**config.mk**
```make
export PLATFORM = sky130hd
export DESIGN_NAME = friscv_mem_rd_arbiter_flat
export DESIGN_NICKNAME = d
export VERILOG_FILES = /design/src/rtl/friscv_arb_pkg.sv /design/src/rtl/friscv_mem_rd_arbiter_if.sv /design/src/rtl/friscv_rr_arbiter.sv /design/src/rtl/friscv_mem_rd_arbiter.sv /design/src/flat_wrapper.sv
export SDC_FILE = /design/constraint.sdc
export NUM_CORES = 1
export LEC_CHECK = 0
export BUFFER_PORTS_ARGS = -buffer_cell sky130_fd_sc_hd__buf_4
export CAP_MARGIN = 20
export CORE_AREA = 2 2 223 225
export DETAILED_ROUTE_END_ITERATION = 12
export DIE_AREA = 0 0 225 227
export GPL_ROUTABILITY_DRIVEN = 1
export PLACE_DENSITY = 0.3
export SLEW_MARGIN = 40
export SYNTH_ARGS = -nofsm -noshare
export SYNTH_HDL_FRONTEND = slang
export SYNTH_HIERARCHICAL = 1
export SYNTH_SLANG_ARGS = --single-unit
```
**constraint.sdc**
```tcl
create_clock -name aclk -period 2.6 [get_ports aclk]
set_input_delay 0.26 -clock aclk [delete_from_list [all_inputs] [get_ports aclk]]
set_output_delay 0.26 -clock aclk [all_outputs]
set_load 0.1 [all_outputs]
```
**src/rtl/friscv_arb_pkg.sv**
```systemverilog
// Shared types and widths for the memory read arbiter.
package friscv_arb_pkg;

  localparam int unsigned AXI_ADDR_W = 10;
  localparam int unsigned AXI_ID_W   = 8;
  localparam int unsigned AXI_DATA_W = 128;

  typedef enum logic {
    IDLE = 1'b0,
    LOCK = 1'b1
  } arb_fsm_t;

  typedef enum logic [1:0] {
    NONE = 2'd0,
    S0   = 2'd1,
    S1   = 2'd2
  } grant_t;

  // AR fields forwarded from the granted requester to memory
  typedef struct packed {
    logic [AXI_ADDR_W-1:0] araddr;
    logic [7:0]            arlen;
    logic [2:0]            arsize;
    logic [1:0]            arburst;
    logic [2:0]            arprot;
    logic [AXI_ID_W-1:0]   arid;
  } ar_bundle_t;

endpackage

```
**src/rtl/friscv_mem_rd_arbiter_if.sv**
```systemverilog
// AXI4 read-only channel bundle (AR + R).
interface friscv_mem_rd_arbiter_if;
  import friscv_arb_pkg::*;

  logic                  arvalid;
  logic                  arready;
  logic [AXI_ADDR_W-1:0] araddr;
  logic [7:0]            arlen;
  logic [2:0]            arsize;
  logic [1:0]            arburst;
  logic [2:0]            arprot;
  logic [3:0]            arcache;
  logic [AXI_ID_W-1:0]   arid;
  logic                  arlock;
  logic [3:0]            arqos;
  logic [3:0]            arregion;
  logic                  rvalid;
  logic                  rready;
  logic [AXI_ID_W-1:0]   rid;
  logic [1:0]            rresp;
  logic [AXI_DATA_W-1:0] rdata;
  logic                  rlast;

  modport master (
    output arvalid, araddr, arlen, arsize, arburst, arprot, arcache, arid,
           arlock, arqos, arregion, rready,
    input  arready, rvalid, rid, rresp, rdata, rlast
  );

  modport slave (
    input  arvalid, araddr, arlen, arsize, arburst, arprot, arcache, arid,
           arlock, arqos, arregion, rready,
    output arready, rvalid, rid, rresp, rdata, rlast
  );

endinterface

```
**src/rtl/friscv_rr_arbiter.sv**
```systemverilog
// Two-way request arbiter: round-robin pointer, or fixed priority to req[1].
module friscv_rr_arbiter (
  input  logic       aclk,
  input  logic       srst,
  input  logic [1:0] req,
  input  logic       prio_en,
  input  logic       advance,
  output logic [1:0] gnt_c
);

  // ptr=0: req[0] wins the next tie; ptr=1: req[1] wins it
  logic ptr;

  // One-hot grant; ties resolved by priority mode or pointer
  always_comb begin
    gnt_c = req;
    if (req == 2'b11) begin
      gnt_c = (prio_en || ptr) ? 2'b10 : 2'b01;
    end
  end

  // Pointer moves past whichever requester was just granted
  always_ff @(posedge aclk) begin
    if (srst) begin
      ptr <= 1'b0;
    end else if (advance && (gnt_c != 2'b00)) begin
      ptr <= gnt_c[0];
    end
  end

endmodule

```
**src/rtl/friscv_mem_rd_arbiter.sv**
```systemverilog
// Shares one AXI4 read port between the icache (s0) and dcache (s1) memctrls.
// Build option: FRISCV_ARB_DCACHE_PRIO_EN gives s1 fixed priority on ties.
module friscv_mem_rd_arbiter
  import friscv_arb_pkg::*;
#(
  parameter int unsigned         OSTDREQ_NUM = 4,
  parameter logic [AXI_ID_W-1:0] S0_ID_MASK  = AXI_ID_W'('h10),
  parameter logic [AXI_ID_W-1:0] S1_ID_MASK  = AXI_ID_W'('h20)
)(
  input  logic                           aclk,
  input  logic                           srst,
  friscv_mem_rd_arbiter_if.slave         s0,
  friscv_mem_rd_arbiter_if.slave         s1,
  friscv_mem_rd_arbiter_if.master        mem,
  output logic                           rid_err
);

  localparam int unsigned     CNT_W   = $clog2(OSTDREQ_NUM) + 1;
  localparam logic [CNT_W-1:0] CNT_MAX = CNT_W'(OSTDREQ_NUM);

`ifdef FRISCV_ARB_DCACHE_PRIO_EN
  localparam logic PRIO_EN = 1'b1;
`else
  localparam logic PRIO_EN = 1'b0;
`endif

  arb_fsm_t         state;
  grant_t           grant;
  logic [CNT_W-1:0] cnt0;
  logic [CNT_W-1:0] cnt1;
  logic [1:0]       req_c;
  logic [1:0]       gnt_c;
  logic             ar_hs_c;
  logic             hit0_c;
  logic             hit1_c;
  logic             rv0_c;
  logic             rv1_c;
  logic             inc0_c;
  logic             inc1_c;
  logic             dec0_c;
  logic             dec1_c;
  ar_bundle_t       s0_ar_c;
  ar_bundle_t       s1_ar_c;
  ar_bundle_t       mem_ar_c;
  logic             ar_unused;

  // Requester is eligible only while it has room for another outstanding read
  assign req_c = {s1.arvalid && (cnt1 < CNT_MAX), s0.arvalid && (cnt0 < CNT_MAX)};

  friscv_rr_arbiter u_rr_arbiter (
    .aclk    (aclk),
    .srst    (srst),
    .req     (req_c),
    .prio_en (PRIO_EN),
    .advance (state == IDLE),
    .gnt_c   (gnt_c)
  );

  // Grant FSM: latch a winner in IDLE, hold it until the memory AR handshake
  always_ff @(posedge aclk) begin
    if (srst) begin
      state <= IDLE;
      grant <= NONE;
    end else begin
      case (state)
        IDLE: begin
          if (gnt_c != 2'b00) begin
            state <= LOCK;
            grant <= gnt_c[1] ? S1 : S0;
          end
        end
        LOCK: begin
          if (mem.arready) begin
            state <= IDLE;
            grant <= NONE;
          end
        end
        default: begin
          state <= IDLE;
          grant <= NONE;
        end
      endcase
    end
  end

  // AR payload mux toward memory; attributes the memory does not use are tied off
  always_comb begin
    s0_ar_c  = '{araddr: s0.araddr, arlen: s0.arlen, arsize: s0.arsize,
                 arburst: s0.arburst, arprot: s0.arprot, arid: s0.arid};
    s1_ar_c  = '{araddr: s1.araddr, arlen: s1.arlen, arsize: s1.arsize,
                 arburst: s1.arburst, arprot: s1.arprot, arid: s1.arid};
    mem_ar_c = (grant == S1) ? s1_ar_c : s0_ar_c;
  end

  assign mem.arvalid  = (state == LOCK);
  assign mem.araddr   = mem_ar_c.araddr;
  assign mem.arlen    = mem_ar_c.arlen;
  assign mem.arsize   = mem_ar_c.arsize;
  assign mem.arburst  = mem_ar_c.arburst;
  assign mem.arprot   = mem_ar_c.arprot;
  assign mem.arid     = mem_ar_c.arid;
  assign mem.arcache  = 4'h0;
  assign mem.arlock   = 1'b0;
  assign mem.arqos    = 4'h0;
  assign mem.arregion = 4'h0;
  assign s0.arready   = mem.arready && (grant == S0);
  assign s1.arready   = mem.arready && (grant == S1);

  assign ar_unused = ^{s0.arcache, s0.arlock, s0.arqos, s0.arregion,
                       s1.arcache, s1.arlock, s1.arqos, s1.arregion};

  // R routing by ID mask; s1 mask is tested first, unmatched beats are sunk
  always_comb begin
    hit1_c = (mem.rid & S1_ID_MASK) != '0;
    hit0_c = !hit1_c && ((mem.rid & S0_ID_MASK) != '0);
    rv0_c  = mem.rvalid && hit0_c;
    rv1_c  = mem.rvalid && hit1_c;
  end

  assign s0.rvalid  = rv0_c;
  assign s1.rvalid  = rv1_c;
  assign s0.rid     = mem.rid;
  assign s0.rresp   = mem.rresp;
  assign s0.rdata   = mem.rdata;
  assign s0.rlast   = mem.rlast;
  assign s1.rid     = mem.rid;
  assign s1.rresp   = mem.rresp;
  assign s1.rdata   = mem.rdata;
  assign s1.rlast   = mem.rlast;
  assign mem.rready = hit1_c ? s1.rready : (hit0_c ? s0.rready : 1'b1);
  assign rid_err    = mem.rvalid && !hit0_c && !hit1_c;

  // Outstanding-read bookkeeping; beats arriving with a zero count do not wrap
  always_comb begin
    ar_hs_c = (state == LOCK) && mem.arready;
    inc0_c  = ar_hs_c && (grant == S0);
    inc1_c  = ar_hs_c && (grant == S1);
    dec0_c  = rv0_c && s0.rready && mem.rlast && (cnt0 != '0);
    dec1_c  = rv1_c && s1.rready && mem.rlast && (cnt1 != '0);
  end

  // Per-requester outstanding counters
  always_ff @(posedge aclk) begin
    if (srst) begin
      cnt0 <= '0;
      cnt1 <= '0;
    end else begin
      case ({inc0_c, dec0_c})
        2'b10:   cnt0 <= cnt0 + CNT_W'(1);
        2'b01:   cnt0 <= cnt0 - CNT_W'(1);
        default: cnt0 <= cnt0;
      endcase
      case ({inc1_c, dec1_c})
        2'b10:   cnt1 <= cnt1 + CNT_W'(1);
        2'b01:   cnt1 <= cnt1 - CNT_W'(1);
        default: cnt1 <= cnt1;
      endcase
    end
  end

endmodule

```
**src/flat_wrapper.sv**
```systemverilog
// flat-port wrapper written by rule: the top's interface ports become plain ports
module friscv_mem_rd_arbiter_flat import friscv_arb_pkg::*;
#(
  parameter int unsigned         OSTDREQ_NUM = 4,
  parameter logic [AXI_ID_W-1:0] S0_ID_MASK  = AXI_ID_W'('h10),
  parameter logic [AXI_ID_W-1:0] S1_ID_MASK  = AXI_ID_W'('h20)
)
  (aclk, srst, rid_err, s0_arvalid, s0_araddr, s0_arlen, s0_arsize, s0_arburst, s0_arprot, s0_arcache, s0_arid, s0_arlock, s0_arqos, s0_arregion, s0_rready, s0_arready, s0_rvalid, s0_rid, s0_rresp, s0_rdata, s0_rlast, s1_arvalid, s1_araddr, s1_arlen, s1_arsize, s1_arburst, s1_arprot, s1_arcache, s1_arid, s1_arlock, s1_arqos, s1_arregion, s1_rready, s1_arready, s1_rvalid, s1_rid, s1_rresp, s1_rdata, s1_rlast, mem_arvalid, mem_araddr, mem_arlen, mem_arsize, mem_arburst, mem_arprot, mem_arcache, mem_arid, mem_arlock, mem_arqos, mem_arregion, mem_rready, mem_arready, mem_rvalid, mem_rid, mem_rresp, mem_rdata, mem_rlast);
  friscv_mem_rd_arbiter_if s0_i ();
  friscv_mem_rd_arbiter_if s1_i ();
  friscv_mem_rd_arbiter_if mem_i ();
  input  logic aclk;
  input  logic srst;
  output logic rid_err;
  input wire logic [$bits(s0_i.arvalid)-1:0] s0_arvalid;
  input wire logic [$bits(s0_i.araddr)-1:0] s0_araddr;
  input wire logic [$bits(s0_i.arlen)-1:0] s0_arlen;
  input wire logic [$bits(s0_i.arsize)-1:0] s0_arsize;
  input wire logic [$bits(s0_i.arburst)-1:0] s0_arburst;
  input wire logic [$bits(s0_i.arprot)-1:0] s0_arprot;
  input wire logic [$bits(s0_i.arcache)-1:0] s0_arcache;
  input wire logic [$bits(s0_i.arid)-1:0] s0_arid;
  input wire logic [$bits(s0_i.arlock)-1:0] s0_arlock;
  input wire logic [$bits(s0_i.arqos)-1:0] s0_arqos;
  input wire logic [$bits(s0_i.arregion)-1:0] s0_arregion;
  input wire logic [$bits(s0_i.rready)-1:0] s0_rready;
  output wire logic [$bits(s0_i.arready)-1:0] s0_arready;
  output wire logic [$bits(s0_i.rvalid)-1:0] s0_rvalid;
  output wire logic [$bits(s0_i.rid)-1:0] s0_rid;
  output wire logic [$bits(s0_i.rresp)-1:0] s0_rresp;
  output wire logic [$bits(s0_i.rdata)-1:0] s0_rdata;
  output wire logic [$bits(s0_i.rlast)-1:0] s0_rlast;
  input wire logic [$bits(s1_i.arvalid)-1:0] s1_arvalid;
  input wire logic [$bits(s1_i.araddr)-1:0] s1_araddr;
  input wire logic [$bits(s1_i.arlen)-1:0] s1_arlen;
  input wire logic [$bits(s1_i.arsize)-1:0] s1_arsize;
  input wire logic [$bits(s1_i.arburst)-1:0] s1_arburst;
  input wire logic [$bits(s1_i.arprot)-1:0] s1_arprot;
  input wire logic [$bits(s1_i.arcache)-1:0] s1_arcache;
  input wire logic [$bits(s1_i.arid)-1:0] s1_arid;
  input wire logic [$bits(s1_i.arlock)-1:0] s1_arlock;
  input wire logic [$bits(s1_i.arqos)-1:0] s1_arqos;
  input wire logic [$bits(s1_i.arregion)-1:0] s1_arregion;
  input wire logic [$bits(s1_i.rready)-1:0] s1_rready;
  output wire logic [$bits(s1_i.arready)-1:0] s1_arready;
  output wire logic [$bits(s1_i.rvalid)-1:0] s1_rvalid;
  output wire logic [$bits(s1_i.rid)-1:0] s1_rid;
  output wire logic [$bits(s1_i.rresp)-1:0] s1_rresp;
  output wire logic [$bits(s1_i.rdata)-1:0] s1_rdata;
  output wire logic [$bits(s1_i.rlast)-1:0] s1_rlast;
  output wire logic [$bits(mem_i.arvalid)-1:0] mem_arvalid;
  output wire logic [$bits(mem_i.araddr)-1:0] mem_araddr;
  output wire logic [$bits(mem_i.arlen)-1:0] mem_arlen;
  output wire logic [$bits(mem_i.arsize)-1:0] mem_arsize;
  output wire logic [$bits(mem_i.arburst)-1:0] mem_arburst;
  output wire logic [$bits(mem_i.arprot)-1:0] mem_arprot;
  output wire logic [$bits(mem_i.arcache)-1:0] mem_arcache;
  output wire logic [$bits(mem_i.arid)-1:0] mem_arid;
  output wire logic [$bits(mem_i.arlock)-1:0] mem_arlock;
  output wire logic [$bits(mem_i.arqos)-1:0] mem_arqos;
  output wire logic [$bits(mem_i.arregion)-1:0] mem_arregion;
  output wire logic [$bits(mem_i.rready)-1:0] mem_rready;
  input wire logic [$bits(mem_i.arready)-1:0] mem_arready;
  input wire logic [$bits(mem_i.rvalid)-1:0] mem_rvalid;
  input wire logic [$bits(mem_i.rid)-1:0] mem_rid;
  input wire logic [$bits(mem_i.rresp)-1:0] mem_rresp;
  input wire logic [$bits(mem_i.rdata)-1:0] mem_rdata;
  input wire logic [$bits(mem_i.rlast)-1:0] mem_rlast;
  assign s0_i.arvalid = s0_arvalid;
  assign s0_i.araddr = s0_araddr;
  assign s0_i.arlen = s0_arlen;
  assign s0_i.arsize = s0_arsize;
  assign s0_i.arburst = s0_arburst;
  assign s0_i.arprot = s0_arprot;
  assign s0_i.arcache = s0_arcache;
  assign s0_i.arid = s0_arid;
  assign s0_i.arlock = s0_arlock;
  assign s0_i.arqos = s0_arqos;
  assign s0_i.arregion = s0_arregion;
  assign s0_i.rready = s0_rready;
  assign s0_arready = s0_i.arready;
  assign s0_rvalid = s0_i.rvalid;
  assign s0_rid = s0_i.rid;
  assign s0_rresp = s0_i.rresp;
  assign s0_rdata = s0_i.rdata;
  assign s0_rlast = s0_i.rlast;
  assign s1_i.arvalid = s1_arvalid;
  assign s1_i.araddr = s1_araddr;
  assign s1_i.arlen = s1_arlen;
  assign s1_i.arsize = s1_arsize;
  assign s1_i.arburst = s1_arburst;
  assign s1_i.arprot = s1_arprot;
  assign s1_i.arcache = s1_arcache;
  assign s1_i.arid = s1_arid;
  assign s1_i.arlock = s1_arlock;
  assign s1_i.arqos = s1_arqos;
  assign s1_i.arregion = s1_arregion;
  assign s1_i.rready = s1_rready;
  assign s1_arready = s1_i.arready;
  assign s1_rvalid = s1_i.rvalid;
  assign s1_rid = s1_i.rid;
  assign s1_rresp = s1_i.rresp;
  assign s1_rdata = s1_i.rdata;
  assign s1_rlast = s1_i.rlast;
  assign mem_arvalid = mem_i.arvalid;
  assign mem_araddr = mem_i.araddr;
  assign mem_arlen = mem_i.arlen;
  assign mem_arsize = mem_i.arsize;
  assign mem_arburst = mem_i.arburst;
  assign mem_arprot = mem_i.arprot;
  assign mem_arcache = mem_i.arcache;
  assign mem_arid = mem_i.arid;
  assign mem_arlock = mem_i.arlock;
  assign mem_arqos = mem_i.arqos;
  assign mem_arregion = mem_i.arregion;
  assign mem_rready = mem_i.rready;
  assign mem_i.arready = mem_arready;
  assign mem_i.rvalid = mem_rvalid;
  assign mem_i.rid = mem_rid;
  assign mem_i.rresp = mem_rresp;
  assign mem_i.rdata = mem_rdata;
  assign mem_i.rlast = mem_rlast;
  friscv_mem_rd_arbiter #(.OSTDREQ_NUM(OSTDREQ_NUM), .S0_ID_MASK(S0_ID_MASK), .S1_ID_MASK(S1_ID_MASK)) u_core (.aclk(aclk), .srst(srst), .s0(s0_i), .s1(s1_i), .mem(mem_i), .rid_err(rid_err));
endmodule
```
==> flow_summary.toml <==
[power_and_ir_drop]
ir_worst_vdd_v = 0.000279
power_density_mw_per_mm2 = 453
leakage_nw = 1.15

[logic_synthesis]
ys.flop_type = "dfxtp_1"
yosysTopAreaCell = "buf_4"
synth_cell_types = 30
async_flop_share_pct = 0
ys_ff_latch = 10
syn_area_per_cell_sq_um = 8.29
synth_edf_count = 0
synthTopCellsByArea = "buf_4 (65%), mux2_4 (13%), dfxtp_1 (5.9%)"
netlist.area_leader.share_pct = 64.8
syn_area_sq_mm = 0.00337
ys_warn_count = 6
synth_cells = 407
ys_seq_area_share_pct = 5.93

[global_routing]
grt_pass1_vias = 1808
overflow = 0
antenna_found_initial = 0
grt_pass1_wl_mm = 10.8
grt_usage_pct = 2.89
grt_max_degree = 36

[sta]
fin_worst_skew_ps = 2.79
setup_ws_ps = 371
fin_setup_tns_ps = 0
min_period_ps = 2230
slew_viol_final = 0
period_share_pct = 85.7
hold_viol = 0
fmaxAchievable_mhz = 449
finalSetupViolCount = 0
rsz0062_at_grt = "false"

[finish]
finish.instance_area_sq_mm = 0.00301
areaGrowthSynthToFinish_pct = -10.8
layout.nets = 502
diodes = 0
n_fill_cell = 5688
layout_commonest_cell = "buf_4"
drive_gt1_share_pct = 66.4
layout_common_cells = "buf_4 (126), mux2_4 (29), conb_1 (16)"

[cts]
cts_buffer_depth = 2
clk_latency_ps = 240
post_cts_resize_count = 0
cts_tree = "done"
cts_max_level = 1
cts_sinks = 10
clkTransAtPathRegs_ps = 40
ctsHoldBuffers = 0
cts_buffers = 3
clockRootBuffer = "clkbuf_16"
cts_setup_buffers = 0

[placed_design]
io_buffers = 125
place_ws_ps = 329
place_area_sq_mm = 0.00292
gp_congestion = 0.607
hpwl_mm = 7.08

[routing]
wl_per_cell_um = 9.42
drc = 0
avgViaCountPerCell = 1.91
postRouteAntennaNets = 0
first_iter_violations = 75
vias = 1675
wl_mm = 8.27
dr.pass1.iters = 3

[hold_path]
hold_path.class = "in2reg"

[worst_setup_path]
cp_cell_sequence = "nor3_1, buf_4, and4b_1, ha_1, inv_1, fa_1, xor2_1, or3_1, a21oi_1"
worstSetupEndpointType = "register"
crit_fanout = 4
startpoint_type = "register"
worstPathArrival_ps = 2400
critPathMaxStageDelay_ps = 370
cp.required_ps = 2770
cp_top_family = "simple AND/OR/NAND/NOR gates"
crit_slowest_cell = "dfxtp_1"
path_class = "reg2reg"
crit_buf_inv = 2

[flow_run]
cap_violations = 0

[floorplanning]
ios = 573
placement_rows = 81
die_h_um = 227
die_x_um = 225
initial_core_util_pct = 6.95
die_area_sq_mm = 0.0511
coreArea_sq_mm = 0.0485

[run_status]
status = "completed"
## synthesized netlist by cell type (3+ instances only)
master   instances
a21oi_1          8
mux2_2           6
and2_1           3
nor2b_1          3
xor2_1           4
o21ai_0          5
dfxtp_1         10
inv_1            8
buf_4          291
nor3_1           3
mux2_4          29
nor2_1          10
## final timing paths
path | startpoint | end | slack, ps | depth (start not counted)
setup / recovery | u_core/cnt0[2] | u_core/cnt0[2] | 370 | 9
hold / removal | mem_arready | u_core/mem.arvalid | 260 | 2
setup reg to reg | u_core/cnt0[2] | u_core/cnt0[2] | 370 | 9
hold reg to reg | u_core/cnt1[2] | u_core/cnt1[2] | 510 | 2
## registers in the layout (all words and copies together), names as in the netlist
name                     flops
u_core/u_rr_arbiter/ptr      1
u_core/grant                 2
u_core/mem.arvalid           1
u_core/cnt0                  3
u_core/cnt1                  3
## power breakdown
group          switching [W]  internal [W]
clock network      0.0000765      0.000232
registers         0.00000857      0.000160
logic               0.000642      0.000245
## cell type report
class	count	area, sq um	area share, %
Clock buffer	4	88.8	2.95
Timing Repair Buffer	127	966	32.1
Multi-Input combinational cell	107	947	31.5
Inverter	8	30.0	0.998
Tap cell	622	778	25.9
Sequential cell	10	200	6.65
## cell families (layout without fill, tap and decap cells)
kind of cell    count (synthesis)  after routing  share of synthesized area (%)
buf+inv                       305            139                           67.8
mux                            35             35                           14.9
simple gates                   32             32                           5.49
compound gates                 16             16                           2.74
flops                          10             10                           5.93
fa+ha+maj                       4              4                           1.93
xor+xnor                        4              4                           1.04
other cells                     1             16                          0.111
## metal layers
layer	up-vias	global-route usage [%]	part of all wire, %
met5	-	0	0
met4	0	3.12	11
met3	86	3.05	25
met2	297	4.23	40
met1	619	1.88	24
li1	673	-	-
## through the flow
stage | instances | hold slack (ps) | util (%) | total power, W
after floorplan | 422 | 325 | - | 0.00286
after global placement | 874 | 493 | 6.02 | 0.00107
after detailed placement | 874 | 506 | 6.02 | 0.00106
after CTS | 878 | 262 | 6.20 | 0.00138
after global routing | 878 | 276 | 6.20 | 0.00141
final | 878 | 262 | 6.20 | 0.00136
## worst reg2reg max path, stage by stage (launching register included)
cell	delay (ps)
dfxtp_1	370
nor3_1	80
buf_4	140
and4b_1	340
ha_1	210
inv_1	60
fa_1	370
xor2_1	160
or3_1	300
a21oi_1	130
Power figures use the tool's default switching activity.
